File: config.mk
export PLATFORM = sky130hd
export DESIGN_NAME = spr_line_render
export DESIGN_NICKNAME = d
export VERILOG_FILES = /design/src/rtl/spr_line_render.sv
export SDC_FILE = /design/constraint.sdc
export NUM_CORES = 1
export LEC_CHECK = 0
export BUFFER_PORTS_ARGS = -buffer_cell sky130_fd_sc_hd__buf_2
export CORE_MARGIN = 3
export CORE_UTILIZATION = 45
export CTS_CLUSTER_DIAMETER = 30
export CTS_CLUSTER_SIZE = 25
export DETAILED_ROUTE_END_ITERATION = 16
export HOLD_SLACK_MARGIN = 0.1
export MAX_ROUTING_LAYER = met4
export PLACE_DENSITY = 0.65
export SLEW_MARGIN = 0
export SYNTH_ARGS = -nofsm -noshare
export SYNTH_HDL_FRONTEND = slang
export SYNTH_SLANG_ARGS = --single-unit
File: constraint.sdc
create_clock -name clk -period 2.87 [get_ports clk]
set_input_delay 0.1435 -clock clk [delete_from_list [all_inputs] [get_ports clk]]
set_output_delay 0.1435 -clock clk [all_outputs]
set_load 0.05 [all_outputs]
File: src/rtl/spr_line_render.sv
// Sprite line renderer: scans attribute RAM for sprites on the next line,
// fetches 4bpp pattern row halves and writes opaque pixels to the line buffer.
module spr_line_render #(
  parameter int NSPR   = 64,
  parameter int MAXSPR = 8
) (
  input  logic        clk,
  input  logic        rst_n,
  input  logic        line_start,
  input  logic [7:0]  vpos,
  output logic [9:0]  sa_adr,
  input  logic [15:0] sa_dat,
  output logic        rom_req,
  output logic [12:0] rom_adr,
  input  logic        rom_ack,
  input  logic [31:0] rom_dat,
  output logic [9:0]  lb_wadr,
  output logic [10:0] lb_wdat,
  output logic        lb_we,
  output logic        busy,
  output logic        ovf
);

  localparam logic [2:0] S_IDLE  = 3'd0;
  localparam logic [2:0] S_SC0   = 3'd1;
  localparam logic [2:0] S_SC1   = 3'd2;
  localparam logic [2:0] S_AT0   = 3'd3;
  localparam logic [2:0] S_AT1   = 3'd4;
  localparam logic [2:0] S_FETCH = 3'd5;
  localparam logic [2:0] S_DRAW  = 3'd6;
  localparam logic [2:0] S_DONE  = 3'd7;

  localparam int         CW      = $clog2(MAXSPR + 1);
  localparam logic [9:0] NSPR_L  = 10'(NSPR);
  localparam logic [CW-1:0] MAX_L = CW'(MAXSPR);

  logic [2:0]    state;
  logic [8:0]    idx;
  logic [CW-1:0] cnt;
  logic          bank;
  logic [3:0]    row;
  logic [8:0]    xpos;
  logic [6:0]    pal;
  logic          half;
  logic [2:0]    pix_idx;
  logic [27:0]   pix_sr;
  logic [8:0]    xcur;

  logic [7:0]    row_s;
  logic          hit_s;
  logic          term_s;
  logic [8:0]    idx_nxt_s;
  logic          last_s;
  logic [8:0]    base_x_s;

  // Hit test and slot bookkeeping derived from the current attribute word.
  always_comb begin
    row_s     = vpos - sa_dat[15:8];
    hit_s     = (row_s[7:4] == 4'd0);
    term_s    = (sa_dat[15:8] == 8'hE0);
    idx_nxt_s = idx + 9'd1;
    last_s    = (({1'b0, idx} + 10'd1) == NSPR_L);
    base_x_s  = xpos + {5'd0, half, 3'd0};
  end

  // Main render FSM; line_start restarts from any state.
  always_ff @(posedge clk or negedge rst_n) begin
    if (!rst_n) begin
      state   <= S_IDLE;
      idx     <= 9'd0;
      cnt     <= '0;
      bank    <= 1'b0;
      row     <= 4'd0;
      xpos    <= 9'd0;
      pal     <= 7'd0;
      half    <= 1'b0;
      pix_idx <= 3'd0;
      pix_sr  <= 28'd0;
      xcur    <= 9'd0;
      sa_adr  <= 10'd0;
      rom_req <= 1'b0;
      rom_adr <= 13'd0;
      lb_wadr <= 10'd0;
      lb_wdat <= 11'd0;
      lb_we   <= 1'b0;
      busy    <= 1'b0;
      ovf     <= 1'b0;
    end else if (line_start) begin
      bank    <= ~bank;
      idx     <= 9'd0;
      cnt     <= '0;
      ovf     <= 1'b0;
      busy    <= 1'b1;
      sa_adr  <= 10'd0;
      rom_req <= 1'b0;
      lb_we   <= 1'b0;
      state   <= S_SC0;
    end else begin
      lb_we <= 1'b0;
      case (state)
        S_IDLE: state <= S_IDLE;
        S_SC0:  state <= S_SC1;
        S_SC1: begin
          if (term_s) begin
            state <= S_DONE;
          end else if (!hit_s) begin
            if (last_s) begin
              state <= S_DONE;
            end else begin
              idx    <= idx_nxt_s;
              sa_adr <= {idx_nxt_s, 1'b0};
              state  <= S_SC0;
            end
          end else if (cnt == MAX_L) begin
            ovf   <= 1'b1;
            state <= S_DONE;
          end else begin
            row        <= row_s[3:0];
            xpos[7:0]  <= sa_dat[7:0];
            cnt        <= cnt + CW'(1);
            sa_adr     <= {idx, 1'b1};
            state      <= S_AT0;
          end
        end
        S_AT0: state <= S_AT1;
        S_AT1: begin
          xpos[8] <= sa_dat[15];
          pal     <= sa_dat[14:8];
          half    <= 1'b0;
          rom_adr <= {sa_dat[7:0], row, 1'b0};
          state   <= S_FETCH;
        end
        S_FETCH: begin
          if (rom_req && rom_ack) begin
            // First pixel is registered straight from the ack so lb_we
            // lines up with the eight DRAW cycles.
            rom_req <= 1'b0;
            pix_sr  <= rom_dat[27:0];
            pix_idx <= 3'd0;
            xcur    <= base_x_s;
            lb_we   <= (rom_dat[31:28] != 4'd0);
            lb_wadr <= {bank, base_x_s};
            lb_wdat <= {pal, rom_dat[31:28]};
            state   <= S_DRAW;
          end else begin
            rom_req <= 1'b1;
          end
        end
        S_DRAW: begin
          if (pix_idx != 3'd7) begin
            pix_idx <= pix_idx + 3'd1;
            pix_sr  <= {pix_sr[23:0], 4'd0};
            xcur    <= xcur + 9'd1;
            lb_we   <= (pix_sr[27:24] != 4'd0);
            lb_wadr <= {bank, xcur + 9'd1};
            lb_wdat <= {pal, pix_sr[27:24]};
          end else if (!half) begin
            half       <= 1'b1;
            rom_adr[0] <= 1'b1;
            state      <= S_FETCH;
          end else if (last_s) begin
            state <= S_DONE;
          end else begin
            idx    <= idx_nxt_s;
            sa_adr <= {idx_nxt_s, 1'b0};
            state  <= S_SC0;
          end
        end
        S_DONE: begin
          busy  <= 1'b0;
          state <= S_IDLE;
        end
        default: state <= S_IDLE;
      endcase
    end
  end

endmodule

==> impl_results.md <==
* Vias per cell at 5.34
* Final Max Slew Viols at 0
* H-tree depth at 4
* Grt met1 use at 0.285
* Syn Nets at 665
* Worst-case clock buffer depth at 2
* Min Tclk post-route at between 2000 and 3000 ps
* Total Wirelength at 14800 microns
* Worst-margin pin slew at between 700 and 800 ps
* Die Span Y at 122 microns
* Final setup viols at 0
* Most Crowded Layer GR: met2
* Via count at 4961
* FP Rows at 41
* Area leader, netlist: dfrtp_1
* Initial antenna violation count at 0
* Core area at 12800 sq um
* IO Count at approximately 110
* F_max at 0.365 GHz
* Sequential fraction of the synthesis area at 0.487
* Async S/R FF share, synth at 1.00
* Layout area overhead at 31.3%
* Max VDD drop at 0.000506 V
* Crit. End Element: register
* Post-route design area at 7900 sq um
* RD Place Congestion at 0.907
* First-pass GRT wire length at 25000 microns
* Synth Area per Inst at approximately 10 sq um
* Final hold vios at 0
* Top FF cell, synth: dfrtp_1
* CP required at 3190 ps
* Post-Syn Area at 6010 sq um
* Multi-input logic area at 2920 sq um
* Worst skew pair latency at 410 ps
* Startpoint Class: input port
* Power Density at 723 nW/um^2
* R2r setup slk at 300 ps
* CTS tree: done
* Post-synth EDFFs at 0
* Crit-path cells: dlygate4sd3_1 -> buf_2 -> inv_1 -> ha_1 -> nor2b_1 -> o31ai_1 -> a21oi_2 -> mux2i_2 -> buf_4 -> nor2_1 -> or4_1 -> a31oi_1
* Worst-path clk slew at 50 ps
* Outcome: finished clean
* Starting Density at 0.469
* Die X at 122 microns
* Detailed-route DRC error count at 0
* ANT cells at 0
* Commonest non-fill, non-tap cell in the layout: dfrtp_1
* Crit share post-route at 0.954
* Grt met3 use at 0.0539
* Placed cell area at 6810 sq um
* Most frequent cells in the layout: 117 x dfrtp_1, 106 x buf_2, 59 x nand2_1
* Maximum Capacitance Violations at 0
* Hold crit path type: input port to register
* Syn Inst Count at 589
* Layout Nets at 825
* Sequential Area at 2930 sq um
* WP data arrival at roughly 3100 ps
* Worst path max stage delay at roughly 530 ps
* Largest net degree at the start of global routing at approximately 60
* Synth cell types at 65
* Post-DP HPWL at a little over 10000 microns
* Total GRT Usage at 0.219
* Setup TNS at 0 ps
* Setup Skew at 6.01 ps
* Unrepaired setup endpoints after global routing: false
* Layout cells sized above 1 at 0.264
* Die area at 14800 sq um
* Leakage power figure at 3.72 nW
* Yosys top cell area share at 0.487
* Synth warn at 0
* Total grt overflow at 0
* Vias in the first global route at 5000
* Post-route ant nets at 0
* CTS root buffer: clkbuf_16
* Crit path kind: input port to register
* Grt met2 use at 0.341
* Worst rel slew slack at 0.515
* Crit Path Max Fanout at 6
* 1st-pass router iterations at 5
* Slowest cell on the critical path: dlygate4sd3_1
* Area contributors post-synth: dfrtp_1 49%, mux2_2 6.4%, mux2i_1 5.3%
* Number of port buffers at 107
* Clk sink count at approximately 120
* Total CTS buffers at 17
* Initial drt markers at 267
* Fill count at roughly 1100
* #FFs+latches synth at 117
* WL/cell at 15.9 microns
cell usage after synthesis (all sizes together) (3+ instances only):
library cell and number:
nand4 4, o22a 4, dfrtp 117, nor2 49, nor2b 6, nor3 9
inv 20, a31oi 6, ha 15, clkbuf 20, or4 3, xnor2 8
and3 9, mux2 43, nand2 59, a21oi 37, xor2 6, or3 5
a211oi 4, o31ai 5, o32ai 4, o21ai 51, mux2i 33, buf 12
nand3 19, nor4 5
worst max-delay path, delay by kind of cell:
kind                       cells  cell delay, ps
and+or+nand+nor                3             690
AOI/OAI and AO/OA              3             680
muxes                          1             340
buffers and inverters          4             970
adders and majority gates      1             230
per-layer routing:
metal	wire length (microns)	part of all wire
met1	6630	0.45
met2	7120	0.48
met3	774	0.052
met4	229	0.016
met5	0	0
sequential cells by signal (all words and copies together) (netlist names):
register,flops
bank,1
row,4
rom_req,1
half,1
idx,9
cnt,4
rom_adr,13
sa_adr,10
busy,1
lb_wadr,10
lb_wdat,11
pal,7
ovf,1
state,3
pix_idx,3
pix_sr,28
lb_we,1
xpos,9
power breakdown:
group	switching, mW	internal [mW]
logic	0.914	0.497
clock network	0.685	1.38
registers	0.230	2.01
total	1.83	3.88
logic make-up (layout without fill, tap and decap cells):
family	count (synthesis)	count (layout)	share of synthesized area
DFF	117	117	0.487
and+or+nand+nor	180	180	0.147
adders and majority gates	16	16	0.0345
AOI/OAI and AO/OA	134	134	0.140
muxes	76	76	0.136
buffers and inverters	52	220	0.0354
xor gates and xnor gates	14	14	0.0204
timing repair:
action,4_1_cts,5_1_grt
hold buffers,49,0
resized for setup,0,4
setup endpoints to repair,0,23
endpoints found under the hold margin,109,0
buffers inserted,0,1
stage by stage:
stage	std cells	utilization	power, mW	hold slack, ps	worst slack [ps]
6_report	929	0.616	5.71	132	132
5_1_grt	929	0.616	6.00	139	0.904
4_1_cts	928	0.614	5.76	116	74.7
3_5_place_dp	852	0.531	3.61	236	145
3_3_place_gp	852	0.531	3.56	234	197
2_1_floorplan	589	-	3.19	-152	430
path summary, 6_finish.rpt:
check	from	cells after the start	to
max in group asynchronous	rst_n	3	pal[6]
worst max-delay path	sa_dat[9]	12	sa_adr[7]
worst min-delay path	vpos[0]	4	row[0]
worst min register to register	bank	1	bank
min in group asynchronous	rst_n	2	pix_sr[18]
worst max register to register	idx[1]	8	idx[1]
area by class of cell:
type,instances,area share
Clock inverter,6,0.0133
Inverter,20,0.00951
Multi-Input combinational cell,420,0.370
Timing Repair Buffer,173,0.151
Clock buffer,21,0.0583
Tap cell,172,0.0273
Sequential cell,117,0.371
Note: power is estimated with default switching activity, not from simulation.
